File: src/rtl/clk_buff_pkg.sv
// Shared definitions for the buffered-clock scheduler.
//   - State encoding (S_IDLE/S_RUN/S_DRAIN) and the matching typed enum.
//   - rr_pick(): round-robin winner search over up to MaxReq requesters.
package clk_buff_pkg;

  localparam logic [1:0] S_IDLE  = 2'd0;
  localparam logic [1:0] S_RUN   = 2'd1;
  localparam logic [1:0] S_DRAIN = 2'd2;

  typedef enum logic [1:0] {
    StIdle  = S_IDLE,
    StRun   = S_RUN,
    StDrain = S_DRAIN
  } state_e;

  // Upper bound on requesters; request vectors are zero-extended to this width.
  localparam int unsigned MaxReq = 32;
  localparam int unsigned IdxW   = 5;

  // Returns the first set bit at or after ptr, wrapping at nreq. Returns ptr
  // when no bit is set (caller only uses the result when some bit is set).
  function automatic logic [IdxW-1:0] rr_pick(input logic [MaxReq-1:0] req,
                                               input logic [IdxW-1:0]   ptr,
                                               input int unsigned       nreq);
    logic        found;
    int unsigned j;
    rr_pick = ptr;
    found   = 1'b0;
    for (int unsigned i = 0; i < MaxReq; i++) begin
      if (i < nreq) begin
        j = int'(ptr) + i;
        if (j >= nreq) j = j - nreq;
        if (!found && req[j]) begin
          found   = 1'b1;
          rr_pick = IdxW'(j);
        end
      end
    end
  endfunction

endpackage

File: src/rtl/clk_buff_sched_div.sv
// Divider counter with load/enable and terminal strobe.
//   clk_i, rst_i  : clock, asynchronous active-high reset
//   load_i        : load cnt with load_val_i (has priority over en_i)
//   en_i          : count enable; counter runs 0..limit_i then wraps to 0
//   limit_i       : terminal count
//   strobe_o      : high while enabled and the counter sits at limit_i
module clk_buff_div #(
  parameter int unsigned W = 4
) (
  input  logic         clk_i,
  input  logic         rst_i,
  input  logic         load_i,
  input  logic [W-1:0] load_val_i,
  input  logic         en_i,
  input  logic [W-1:0] limit_i,
  output logic         strobe_o
);

  logic [W-1:0] cnt_q, cnt_d;

  assign strobe_o = en_i && (cnt_q == limit_i);

  always_comb begin
    cnt_d = cnt_q;
    if (load_i) begin
      cnt_d = load_val_i;
    end else if (en_i) begin
      cnt_d = strobe_o ? '0 : cnt_q + W'(1);
    end
  end

  always_ff @(posedge clk_i or posedge rst_i) begin
    if (rst_i) cnt_q <= '0;
    else       cnt_q <= cnt_d;
  end

endmodule

File: src/rtl/clk_buff_sched.sv
// Round-robin scheduler sharing one buffered clock resource between NREQ
// requesters. One grant at a time; while granted, emits a divided enable
// strobe and releases after hold_cnt strobes or when the requester withdraws.
//   master_clk, rst : clock, asynchronous active-high reset
//   req             : level requests
//   div_ratio       : strobe period - 1, latched at grant
//   hold_cnt        : strobes per grant (0 acts as 1), latched at grant
//   grant           : registered one-hot grant
//   buff_clk_en     : one-cycle enable strobe to the clocked buffer
//   busy            : high in RUN and DRAIN
//   done            : one-cycle pulse in DRAIN
// Build option: CLK_BUFF_SCHED_PHASE_ALIGN_EN preloads the divider so the
// first strobe lands on the first RUN cycle.
module clk_buff_sched
  import clk_buff_pkg::*;
#(
  parameter int unsigned NREQ   = 4,
  parameter int unsigned DIV_W  = 4,
  parameter int unsigned HOLD_W = 8
) (
  input  logic              master_clk,
  input  logic              rst,
  input  logic [NREQ-1:0]   req,
  input  logic [DIV_W-1:0]  div_ratio,
  input  logic [HOLD_W-1:0] hold_cnt,
  output logic [NREQ-1:0]   grant,
  output logic              buff_clk_en,
  output logic              busy,
  output logic              done
);

  state_e              state_q, state_d;
  logic [IdxW-1:0]     rr_ptr_q, rr_ptr_d;
  logic [IdxW-1:0]     idx_q, idx_d;
  logic [IdxW-1:0]     pick;
  logic [DIV_W-1:0]    div_r_q, div_r_d;
  logic [DIV_W-1:0]    div_preload;
  logic [HOLD_W-1:0]   rem_q, rem_d;
  logic [NREQ-1:0]     grant_q, grant_d;
  logic [MaxReq-1:0]   req_ext;
  logic                run, strobe, div_load;

  always_comb begin
    req_ext           = '0;
    req_ext[NREQ-1:0] = req;
  end

  assign pick = rr_pick(req_ext, rr_ptr_q, NREQ);
  assign run  = (state_q == StRun);

`ifdef CLK_BUFF_SCHED_PHASE_ALIGN_EN
  assign div_preload = div_ratio;
`else
  assign div_preload = '0;
`endif

  clk_buff_div #(
    .W (DIV_W)
  ) u_div (
    .clk_i      (master_clk),
    .rst_i      (rst),
    .load_i     (div_load),
    .load_val_i (div_preload),
    .en_i       (run),
    .limit_i    (div_r_q),
    .strobe_o   (strobe)
  );

  always_comb begin
    state_d  = state_q;
    rr_ptr_d = rr_ptr_q;
    idx_d    = idx_q;
    div_r_d  = div_r_q;
    rem_d    = rem_q;
    grant_d  = grant_q;
    div_load = 1'b0;
    unique case (state_q)
      StIdle: begin
        if (|req) begin
          state_d  = StRun;
          idx_d    = pick;
          grant_d  = {{(NREQ-1){1'b0}}, 1'b1} << pick;
          div_r_d  = div_ratio;
          rem_d    = (hold_cnt == '0) ? HOLD_W'(1) : hold_cnt;
          div_load = 1'b1;
        end
      end
      StRun: begin
        if (strobe) rem_d = rem_q - HOLD_W'(1);
        // A strobe coincident with withdrawal has already been issued above.
        if ((strobe && rem_q == HOLD_W'(1)) || !req_ext[idx_q]) begin
          state_d = StDrain;
          grant_d = '0;
        end
      end
      StDrain: begin
        state_d  = StIdle;
        rr_ptr_d = (idx_q == IdxW'(NREQ - 1)) ? '0 : idx_q + IdxW'(1);
      end
      default: state_d = StIdle;
    endcase
  end

  always_ff @(posedge master_clk or posedge rst) begin
    if (rst) begin
      state_q  <= StIdle;
      rr_ptr_q <= '0;
      idx_q    <= '0;
      div_r_q  <= '0;
      rem_q    <= '0;
      grant_q  <= '0;
    end else begin
      state_q  <= state_d;
      rr_ptr_q <= rr_ptr_d;
      idx_q    <= idx_d;
      div_r_q  <= div_r_d;
      rem_q    <= rem_d;
      grant_q  <= grant_d;
    end
  end

  assign grant       = grant_q;
  assign buff_clk_en = strobe;
  assign busy        = (state_q != StIdle);
  assign done        = (state_q == StDrain);

endmodule

File: config.mk
export PLATFORM = sky130hd
export DESIGN_NAME = clk_buff_sched
export DESIGN_NICKNAME = d
export VERILOG_FILES = /design/src/rtl/clk_buff_pkg.sv /design/src/rtl/clk_buff_sched_div.sv /design/src/rtl/clk_buff_sched.sv
export SDC_FILE = /design/constraint.sdc
export NUM_CORES = 1
export LEC_CHECK = 0
export ABC_CLOCK_PERIOD_IN_PS = 4100
export BUFFER_PORTS_ARGS = -buffer_cell sky130_fd_sc_hd__buf_4
export CAP_MARGIN = 0
export CORE_UTILIZATION = 35
export CTS_BUF_LIST = sky130_fd_sc_hd__clkbuf_8
export DETAILED_ROUTE_END_ITERATION = 12
export GPL_TIMING_DRIVEN = 0
export PLACE_DENSITY = 0.57
export SKIP_CTS_REPAIR_TIMING = 1
export SYNTH_ARGS = -nofsm -noshare
export SYNTH_HDL_FRONTEND = slang
export SYNTH_HIERARCHICAL = 1
export SYNTH_SLANG_ARGS = --single-unit
File: constraint.sdc
create_clock -name master_clk -period 4.1 [get_ports master_clk]
set_input_delay 0.82 -clock master_clk [delete_from_list [all_inputs] [get_ports master_clk]]
set_output_delay 0.82 -clock master_clk [all_outputs]
set_load 0.03 [all_outputs]
---- Word-level counts from Yosys, hierarchy flattened ----
Cells that the tools add are included.
word-level totals
  register bits ........................... 32
  input bits .............................. 18
  output and inout port bits .............. 7
  word-level logic and storage cells ...... 92
operators by class
  add/sub/neg operators ................... 10
  magnitude comparators ................... 9
  equality and inequality tests ........... 8
  shifts and indexed selects .............. 1
  muxes and demuxes ....................... 37
  reduce and logical (&&, ||, !) cells .... 20
operators with widths
  cell                                                                number
  less-than comparator 32 x 6 -> 1 bit (second input constant)        4
  2-to-1 mux 32 bit                                                   4
  binary-select mux 1 bit (select 5 bit)                              5
  2-to-1 mux 5 bit                                                    5
  2-to-1 mux 8 bit                                                    3
  subtractor 6 x 3 -> 7 bit (second input constant)                   3
  2-to-1 mux 4 bit                                                    5
  greater-or-equal comparator 6 x 3 -> 1 bit (second input constant)  3
  one-hot mux 8 bit (2 select lines)                                  1
  adder 5 x 2 -> 6 bit (second input constant)                        2
  2-to-1 mux 1 bit                                                    10
  == test 8 x 1 -> 1 bit (second input constant)                      1
  zero test 8 bit                                                     1
  one-hot mux 4 bit (2 select lines)                                  1
  subtractor 8 x 1 -> 8 bit (second input constant)                   1
  adder 5 x 1 -> 6 bit (second input constant)                        1
  less-than comparator 5 x 6 -> 1 bit (second input constant)         1
  inequality test 2 bit (second input constant)                       3
  AND reduction 3 bit                                                 2
  nonzero test 2 bit                                                  3
  subtractor 5 x 3 -> 6 bit (second input constant)                   1
  adder 5 x 1 -> 5 bit (second input constant)                        1
  == test 5 x 2 -> 1 bit (second input constant)                      1
  greater-or-equal comparator 5 x 3 -> 1 bit (second input constant)  1
  other kinds (13)                                                    22

---- Logic depth before layout (Yosys ltp) ----
Gate-level depths: netlist of the first run.
  depth in word-level cells ............... 17
  gate-level depth with buffers ........... 13
  mapped depth without buffers ............ 13

---- By module ----
Netlist of the first run, hierarchy kept.
modules (own cells, without submodules)
  module          times used  cells an instance  area each (um2)  seq. area each (um2)
  clk_buff_sched  1           243                2172.1           700.7
  clk_buff_div    1           34                 295.3            100.1

---- Least setup slack after synthesis of the first run ----
No wires, ideal clock.
  path type ............................... register to register
  start point ............................. register rr_ptr_q[1]
  end point ............................... register grant_q[2] (netlist: grant[2])
  setup time .............................. 0.122 ns
  data arrival time ....................... 2.862 ns
  required time ........................... 3.978 ns
  setup slack ............................. 1.117 ns
  cell stages (with the launch flop) ...... 14
  path buffers ............................ 0
  clock period less this slack ............ 2.983 ns
  cell sequence ........................... dfrtp_1 inv_1 ha_1 a21oi_1 xnor2_1 inv_1 ha_1 nand2_1 o311ai_0 o32ai_1 nand2_1 a31o_1 a211o_1 a32o_1
on the way
  word-level cells in the longest chain between the ends .. 17
  elaborated cells on any way between the ends .. 39
  classes of those cells .................. add/sub (7); order compare (4); shift (1); mux (21); reduce/logical (6)
ends and longest elaborated chain
  what                                                                                line                   RTL
  start, declared                                                                     clk_buff_sched.sv:33   logic [IdxW-1:0] rr_ptr_q, rr_ptr_d;
  start signal, assigned                                                              clk_buff_sched.sv:114  rr_ptr_q <= rr_ptr_d;
  parallel branches: the longest is 13 deep, another holds subtractor 6 x 3 -> 7 bit  -
  2-to-1 mux 5 bit (*)                                                                clk_buff_pkg.sv:33     if (!found && req[j]) begin
  << shifter 1 x 5 -> 4 bit (*)                                                       clk_buff_sched.sv:82   grant_d = {{(NREQ-1){1'b0}}, 1'b1} << pick;
  2-to-1 mux 4 bit (*)                                                                clk_buff_sched.sv:79   if (|req) begin
  one-hot mux 4 bit (2 select lines) (*)                                              clk_buff_sched.sv:77   unique case (state_q)
  end signal, assigned                                                                clk_buff_sched.sv:118  grant_q <= grant_d;
  end, declared                                                                       clk_buff_sched.sv:39   logic [NREQ-1:0] grant_q, grant_d;
Every way passes the cells marked *. The select of a mux whose other input is x is not followed.
A chain may end at the register's enable or synchronous reset.

---- Worst setup path in the final report of the first run ----
Ends and elaborated chain as after synthesis.

==> results.cfg, run 1 <==
[run_status]
status = finished, final reports clean

[timing]
fin_skew_ns = 0.0105
slew_headroom = 0.286
tightestPinTransition_ns = 1.07
slew_viol_final = 0
finalHoldViolCount = 0
setup_viol = 0
max_freq_mhz = 276
min_period_ns = 3.62
setup_tns_ns = 0
rsz0062_at_grt = false
timing.final.crit_share = 0.883

[die]
num_io_pins = 25
dieArea_mm2 = 0.00739
core_area_mm2 = 0.00679
std_cell_rows = 30
initial_core_util = 0.363
die_w_um = 86.0
die_h_um = 86.0

[placed_design]
io_buffers = 24
dp.cells = 400
hpwl_mm = 4.18
globalplace.congestion = 0.819

[yosys]
ys_types = 59
synth_mux_area_frac = 0.0406
ys.flop_type = dfrtp_1
syn_inst = 277
synth_common_cells = dfrtp_1, nand2_1, o21ai_0
synth_async_sr_flop_share = 1.00
ys_seq_elements = 32
yosysWarnings = 6
synth_edf_count = 0
synth_compound_area_frac = 0.206
synth-xor-area-share = 0.0892
synth_top_family_by_area = compound AO/OA/AOI/OAI gates
synth_area_leaders = dfrtp_1, ha_1, o21ai_0, nand2_1, xnor2_1
synthSimpleGateAreaFrac = 0.183
synth_top_area_share = 0.325
synth-adder-area-share = 0.106
synth_seq_area_share = 0.325
avgSynthCellArea_um2 = 8.91
synth_top_area_cell = dfrtp_1
syn_area_mm2 = 0.00247
post-synth-top-count-cell = dfrtp_1

[pwr]
pwr_density_cell_mw_per_mm2 = 724
max-vdd-ir-drop_v = 0.000288
total_power_w = 0.00208
leakage_nw = 1.26

[global_routing]
grt_pass1_vias = 1914
grt_pass1_wl_mm = 9.43
antenna_found_initial = 0
grt_overflow = 0
grt_start_max_net_pins = 29
track_usage = 0.161

[hold_path]
hold_class = input port to async pin

[critical_path]
r2r_cells = 13
critPathKind = flip-flop to flip-flop
rrSetupSlack_ns = 0.48
end_kind = flip-flop
crit_required_ns = 4.26
r2r_end = grant[2]$_DFFE_PP0P_
arrival_ns = 3.78
critPathLaunchType = flip-flop
crit_fanout = 12
worstReg2RegStart = rr_ptr_q[1]$_DFFE_PP0P_

[drt]
wire_per_inst_um = 13.4
drt_wl_total_mm = 5.48
first_pass_iters = 5
vias = 2090
vias_per_cell = 5.12
drtAntennaViolNets = 0
route.detailed.drc = 0
drt_iter0_markers = 133

[cts]
clkTransAtPathRegs_ns = 0.07
ctsHtreeMaxLevel = 2
clock_latency_ns = 0.28
root_buffer = clkbuf_8
cts_inserted_buffers = 5
clockBufferDepth = 2
cts_tree = done
cts.sinks = 32

[finish]
fillCellCount = 687
nNetsFinal = 350
stdcell_count = 408
drive_above_1_share = 0.141
areaGrowthSynthToFinish_pct = 16.3
antenna_cells = 0

[run]
cap_violations = 0
## power by group
part,switching (W),internal (W),total [W]
sequential,0.000128,0.000442,0.000570
combinational,0.000736,0.000530,0.00127
clock,0.000111,0.000132,0.000243
total,0.000974,0.00110,0.00208
## cells in the final DEF (no fill, tap or decap), types with 3 or more instances in the layout
cell type,instances
a32o_1,4
o21ai_0,25
nand2_1,30
nor3_1,4
nor2b_1,5
ha_1,21
nor3b_1,5
a31oi_1,3
nand3_1,6
nor2_1,18
nor4_1,5
clkbuf_1,5
o211ai_1,3
or2_2,3
inv_1,19
mux4_2,3
xnor2_1,11
xor2_1,9
dfrtp_1,32
conb_1,4
buf_4,24
nand2b_1,4
a21oi_1,19
clkbuf_8,6
## state kept, by name, indices dropped and copies added (netlist names)
signal,flops
u_div/cnt_q,4
rr_ptr_q,5
grant,4
div_r_q,4
idx_q,5
rem_q,8
state_q,2
## kinds of logic (layout without fill, tap and decap cells)
group           Yosys count  count (layout)
other cells               1               4
xor+xnor                 22              22
mux                       6               6
compound gates           77              77
buf+inv                  28              60
fa+ha+maj                21              21
flops                    32              32
simple gates             90              90
## final cells by class
cell class,instances,area (µm²),share of cell area
Clock inverter,2,7.51,0.00262
Clock buffer,6,82.6,0.0288
Timing Repair Buffer,24,180,0.0628
Inverter,19,76.3,0.0266
Multi-Input combinational cell,220,1560,0.543
Sequential cell,32,801,0.279
Tap cell,96,120,0.0419
Buffer,9,43.8,0.0153
## per-layer routing
metal  vias to the layer above  wire (µm)  track usage
met1                       983       2700        0.233
met3                         6        216       0.0241
met5                         -          0            0
met4                         0         63       0.0409
li1                       1065          -            -
met2                        36       2500        0.250
## through the flow
stage / setup slack, ns / utilization / hold slack, ns / cell area (µm²)
after floorplan: 1.12 / - / 0.465 / 2480
after global placement: 0.548 / 0.409 / 0.488 / 2780
after detailed placement: 0.505 / 0.409 / 0.486 / 2780
after CTS: 0.495 / 0.422 / 0.422 / 2870
after global routing: 0.235 / 0.422 / 0.431 / 2870
final: 0.478 / 0.422 / 0.420 / 2870
## worst max-delay path, stage by stage, from the launching register on
cell and delay [ns]:
dfrtp_1 0.61, inv_1 0.25, ha_1 0.29, a21oi_1 0.18, xnor2_1 0.17, inv_1 0.09, ha_1 0.19, nand2_1 0.06
o311ai_0 0.11, o32ai_1 0.59, nand2_1 0.14, a31o_1 0.25, a211o_1 0.31, a32o_1 0.25
## worst max path at each step
stage	startpoint	end	slack, ns	depth (start not counted)
finish	rr_ptr_q[1]$_DFFE_PP0P_	grant[2]$_DFFE_PP0P_	0.48	13
floorplan	rr_ptr_q[1]$_DFFE_PP0P_	grant[2]$_DFFE_PP0P_	1.12	13
detailed placement	rr_ptr_q[1]$_DFFE_PP0P_	grant[3]$_DFFE_PP0P_	0.50	13
global route	rr_ptr_q[1]$_DFFE_PP0P_	grant[3]$_DFFE_PP0P_	0.24	13
global placement	rr_ptr_q[1]$_DFFE_PP0P_	grant[3]$_DFFE_PP0P_	0.55	13
CTS	rr_ptr_q[1]$_DFFE_PP0P_	grant[3]$_DFFE_PP0P_	0.50	13
Power figures use the tool's default switching activity.
==> run 2: changes to the inputs <==
CORE_UTILIZATION = 61   (was 35)
PLACE_DENSITY = 0.87   (was 0.57)
RECOVER_POWER = 50   (was unset)
==> run 2 against run 1 <==
Against the previous run: cell count shrank 12%; clock skew shrank 0.0064 ns; combinational power is essentially flat; clock power shrank 9.5%; via count grew 2.8%; power shrank 0.76%; critical path type unchanged; critical endpoint unchanged; largest cell class unchanged; largest power group unchanged.
==> results.cfg, run 2 (synthesis results as in run 1) <==
[run_status]
status = finished, final reports clean

[finish]
top_register = rem_q
largest_reg_flops = 8
antenna_cells = 0
areaGrowthSynthToFinish_pct = 13.0
layout_common_cells = dfrtp_1, nand2_1, o21ai_0
stdcell_count = 359
drive_above_1_share = 0.135
reg_top3 = rem_q: 8 flops, idx_q: 5 flops, rr_ptr_q: 5 flops
nNetsFinal = 350
mostFrequentLayoutCell = dfrtp_1

[drt]
drt_iter0_markers = 162
wire_per_inst_um = 14.8
vias = 2148
drt_wl_total_mm = 5.33
first_pass_iters = 5
vias_per_cell = 5.98
route.detailed.drc = 0
drtAntennaViolNets = 0

[pwr]
max-vdd-ir-drop_v = 0.000592
leakage_nw = 1.25
pwr_density_cell_mw_per_mm2 = 740

[timing]
finalHoldViolCount = 0
holdWs_ns = 0.433
min_period_ns = 3.57
fin_skew_ns = 0.00413
setup_viol = 0
tightestPinTransition_ns = 1.05
max_freq_mhz = 280
slew_headroom = 0.302
setup_tns_ns = 0
rsz0062_at_grt = false
timing.final.crit_share = 0.871
slew_viol_final = 0
layout_setup_ws_ns = 0.528

[critical_path]
end_kind = flip-flop
critPathKind = flip-flop to flip-flop
critPathTopFamily = compound AO/OA/AOI/OAI gates
critPathLaunchType = flip-flop
path_cells = inv_1 -> ha_1 -> a21oi_1 -> xnor2_1 -> inv_1 -> ha_1 -> nand2_1 -> o311ai_0 -> o32ai_1 -> nand2_1 -> a31o_1 -> a211o_1 -> a32o_1
critPathBufInv = 2
crit_path_top_delay_cell = o32ai_1
arrival_ns = 3.74
crit_required_ns = 4.26
max_stage_delay_ns = 0.62
startpoint = rr_ptr_q[1]$_DFFE_PP0P_
crit_fanout = 12
worstReg2RegStart = rr_ptr_q[1]$_DFFE_PP0P_

[global_routing]
grt_pass1_wl_mm = 8.94
grt_overflow = 0
grt_pass1_vias = 1991
grt_start_max_net_pins = 29
track_usage = 0.271
antenna_found_initial = 0

[hold_path]
hold_class = input port to async pin

[die]
num_io_pins = 25
std_cell_rows = 22
die_w_um = 65.6
dieArea_mm2 = 0.00430
die_h_um = 65.6
initial_core_util = 0.654
core_area_mm2 = 0.00377

[placed_design]
globalplace.congestion = 0.872
dp.cells = 352
hpwl_mm = 4.02
io_buffers = 24
dp_slack_ns = 0.591

[run]
cap_violations = 0

[cts]
cts.sinks = 32
cts_tree = done
clockBufferDepth = 2
cts_inserted_buffers = 5
ctsHtreeMaxLevel = 2
clock_latency_ns = 0.27
clkTransAtPathRegs_ns = 0.06
root_buffer = clkbuf_8
## run 2: changes by cell type in the layout (fill, tap and decap cells not counted), sizes merged
| cell | change |
|---|---|
| buf | -3 |
| clkbuf | +2 |
| clkinv | +1 |
| inv | -1 |
## run 2: per-layer routing
| metal | vias to the layer above | routed length (µm) | global-route usage |
|---|---|---|---|
| li1 | 1061 | - | - |
| met5 | - | 0 | 0 |
| met4 | 0 | 44 | 0.0625 |
| met1 | 1000 | 2450 | 0.385 |
| met3 | 7 | 377 | 0.0521 |
| met2 | 80 | 2450 | 0.427 |
## run 2: worst reg2reg max path, cell delays in order (launching register included)
cell and delay [ns]:
dfrtp_1 0.58, inv_1 0.24, ha_1 0.28, a21oi_1 0.18, xnor2_1 0.16, inv_1 0.08
ha_1 0.18, nand2_1 0.06, o311ai_0 0.12, o32ai_1 0.62, nand2_1 0.15, a31o_1 0.26
a211o_1 0.31, a32o_1 0.25
## run 2: power breakdown
part,internal [W],switching (W),total [W]
clock,0.000113,0.000107,0.000220
sequential,0.000442,0.000130,0.000572
combinational,0.000525,0.000746,0.00127
total,0.00108,0.000983,0.00206
## run 2: final timing paths
kind                                         endpoint  slack (ns)  cells after the start
min reg2reg                    div_r_q[1]$_DFFE_PP0P_        0.50                      2
max in group asynchronous      div_r_q[0]$_DFFE_PP0P_        2.66                      2
max                              grant[2]$_DFFE_PP0P_        0.53                     13
min in group master_clk        div_r_q[1]$_DFFE_PP0P_        0.50                      2
max reg2reg                      grant[2]$_DFFE_PP0P_        0.53                     13
min                        u_div/cnt_q[3]$_DFFE_PP0P_        0.43                      2
## run 2: through the flow
step	util	area (µm²)	power (W)
6_report	0.740	2790	0.00206
5_1_grt	0.740	2790	0.00224
4_1_cts	0.742	2800	0.00206
3_5_place_dp	0.721	2720	0.00183
3_3_place_gp	0.721	2720	0.00178
2_1_floorplan	-	2480	0.00153
## run 2: layout make-up
class                      count  area, µm²
inverter                      19       76.3
buffer                         9       43.8
fill                         285        982
sequential                    32        801
clock buffer                   5       68.8
clock inverter                 2       8.76
multi-input combinational    220       1560
tap                           48       60.1
timing repair buffer          24        173
==> run 3: changes to the inputs <==
ABC_CLOCK_PERIOD_IN_PS = 4600   (was 4100)
CORE_UTILIZATION = 65   (was 61)
MAX_ROUTING_LAYER = met4   (was unset)
PLACE_DENSITY = 0.92   (was 0.87)
SYNTH_HIERARCHICAL = unset   (was 1)
clock period = 4.6 ns   (was 4.1 ns; I/O delays follow)
==> run 3 against run 2 <==
Against the previous run: area after synthesis increased by 1.7%; routed wire length increased by 12%; worst setup slack improved by 0.81 ns; combinational power decreased by 16%; synthesized cell count decreased by 0.72%; largest cell class unchanged; clock power increased by 28%; global-route usage increased by 6.2 points; sequential share of layout area decreased by 0.79 points; register-to-register slack improved by 0.81 ns; core utilization increased by 3.8 points; first-iteration DRC count decreased by 26%; critical path type unchanged.
==> results.cfg, run 3 <==
[run_status]
status = finished, final reports clean

[critical_path]
arrival_ns = 3.45
critPathBufInv = 3
critPathTopFamily = compound AO/OA/AOI/OAI gates
critPathLaunchType = flip-flop
crit_path_top_delay_cell = dfrtp_1
critPathKind = flip-flop to flip-flop
max_stage_delay_ns = 0.47
path_cells = buf_4 -> inv_1 -> ha_1 -> a21oi_2 -> xnor2_1 -> inv_1 -> ha_1 -> xnor3_1 -> a2bb2oi_2 -> o32ai_1 -> and4b_1 -> o31ai_2 -> o211ai_2 -> mux2_4
startpoint = rr_ptr_q[1]$_DFFE_PP0P_
end_kind = flip-flop
worstReg2RegStart = rr_ptr_q[1]$_DFFE_PP0P_
crit_required_ns = 4.78
crit_fanout = 8

[yosys]
synth_seq_area_share = 0.319
synth_async_sr_flop_share = 1.00
ys_types = 56
syn_area_mm2 = 0.00251
synth_area_leaders = dfrtp_1, ha_1, nand2_1, xnor2_1, o21ai_0
synth_common_cells = nand2_1, dfrtp_1, ha_1
ys.flop_type = dfrtp_1
post-synth-top-count-cell = nand2_1
synth_top_area_share = 0.319
syn_inst = 275
avgSynthCellArea_um2 = 9.12
yosysWarnings = 0
synth_top_area_cell = dfrtp_1
synth_edf_count = 0
syn-num-nets = 314
ys_seq_elements = 32

[finish]
largest_reg_flops = 8
top_register = rem_q
nNetsFinal = 346
layout_common_cells = nand2_1, dfrtp_1, buf_4
reg_top3 = rem_q: 8 flops, idx_q: 5 flops, rr_ptr_q: 5 flops
areaGrowthSynthToFinish_pct = 14.3
mostFrequentLayoutCell = nand2_1
antenna_cells = 0
stdcell_count = 356
fin_util = 0.777
drive_above_1_share = 0.179

[pwr]
p_switching_w = 0.000849
p_seq_frac = 0.267
clkPwrFrac = 0.153
max-vdd-ir-drop_v = 0.000451
pwr_density_cell_mw_per_mm2 = 643
intPower_w = 0.000996
p_comb_frac = 0.580
switching_share = 0.460
leakage_nw = 1.30

[hold_path]
hold_class = flip-flop to flip-flop
min_from = grant[1]$_DFFE_PP0P_

[global_routing]
grt_start_max_net_pins = 33
grt_pass1_wl_mm = 10.0
grt_overflow = 0
track_usage = 0.333
antenna_found_initial = 0
grt_pass1_vias = 2159

[cts]
cts_tree = done
root_buffer = clkbuf_8
clock_latency_ns = 0.30
ctsHtreeMaxLevel = 2
cts_inserted_buffers = 5
clockBufferDepth = 2
clkTransAtPathRegs_ns = 0.07
cts.sinks = 32

[die]
std_cell_rows = 22
num_io_pins = 25
dieArea_mm2 = 0.00411
initial_core_util = 0.680
die_h_um = 64.1
die_w_um = 64.1
core_area_mm2 = 0.00369

[placed_design]
dp.cells = 347
globalplace.congestion = 0.843
hpwl_mm = 4.17
io_buffers = 24

[drt]
first_pass_iters = 4
wire_per_inst_um = 16.8
route.detailed.drc = 0
drt_iter0_markers = 120
drt_wl_total_mm = 5.97
vias_per_cell = 6.08
drtAntennaViolNets = 0
vias = 2164

[timing]
setup_viol = 0
min_period_ns = 3.26
setup_tns_ns = 0
max_freq_mhz = 306
slew_viol_final = 0
rsz0062_at_grt = false
slew_headroom = 0.220
timing.final.crit_share = 0.710
tightestPinTransition_ns = 1.17
finalHoldViolCount = 0
fin_skew_ns = 0.00570

[run]
cap_violations = 0
run 3: cell types whose count changed in the layout (fill, tap and decap cells not counted), sizes merged, moves of 5 or more:
cell / change
buf: +7
o21ai: -5
o31ai: +6
nand2: +13
nor2: -11
run 3: cell type report:
| type | instances | area, µm² |
|---|---|---|
| multi-input cells | 211 | 1560 |
| well taps | 48 | 60.1 |
| plain buffers | 14 | 80.1 |
| repair buffers | 25 | 184 |
| inverters | 18 | 68.8 |
| fillers | 255 | 821 |
| clock inverters | 3 | 46.3 |
| flip-flops and latches | 32 | 801 |
| clock buffers | 5 | 68.8 |
run 3: stage by stage:
stage	worst slack (ns)	hold slack (ns)	power [W]	instance area [µm²]
after floorplan	1.75	0.466	0.00128	2510
after global placement	1.48	0.482	0.00148	2750
after detailed placement	1.38	0.475	0.00153	2750
after CTS	1.36	0.497	0.00183	2860
after global routing	1.10	0.524	0.00199	2870
final	1.34	0.498	0.00184	2870
run 3: power groups by stage:
| stage | Combinational (W) | Sequential [W] | Clock (W) |
|---|---|---|---|
| floorplan | 0.000798 | 0.000482 | 0 |
| global placement | 0.000995 | 0.000485 | 0 |
| detailed placement | 0.00103 | 0.000492 | 0 |
| CTS | 0.00106 | 0.000488 | 0.000282 |
| global route | 0.00119 | 0.000504 | 0.000295 |
| finish | 0.00107 | 0.000492 | 0.000282 |
run 3: worst register-to-register path: stages (launching register included):
cell and delay (ns):
dfrtp_1 0.47, buf_4 0.20, inv_1 0.11, ha_1 0.26, a21oi_2 0.16, xnor2_1 0.15, inv_1 0.09, ha_1 0.21
xnor3_1 0.20, a2bb2oi_2 0.16, o32ai_1 0.16, and4b_1 0.24, o31ai_2 0.26, o211ai_2 0.19, mux2_4 0.30
run 3: path summary, 6_finish.rpt:
path,to,slack [ns],cells after the start
worst max-delay path,idx_q[1]$_DFFE_PP0P_,1.34,14
worst min-delay path,grant[1]$_DFFE_PP0P_,0.50,2
worst max register to register,idx_q[1]$_DFFE_PP0P_,1.34,14
worst min register to register,grant[1]$_DFFE_PP0P_,0.50,2
max in group asynchronous,grant[0]$_DFFE_PP0P_,2.69,3
min in group asynchronous,rem_q[4]$_DFFE_PP0P_,0.55,2
run 3: cell families after synthesis:
| logic type | after synthesis | synth area share |
|---|---|---|
| xor+xnor | 23 | 0.0968 |
| compound gates | 65 | 0.175 |
| mux | 7 | 0.0579 |
| simple gates | 95 | 0.187 |
| buf+inv | 32 | 0.0593 |
| fa+ha+maj | 21 | 0.105 |
| flops | 32 | 0.319 |
run 3: routing by layer:
metal,global-route usage,share of wire
met1,0.415,0.43
met2,0.557,0.50
met4,0.108,0.019
met5,-,0
met3,0.0518,0.046
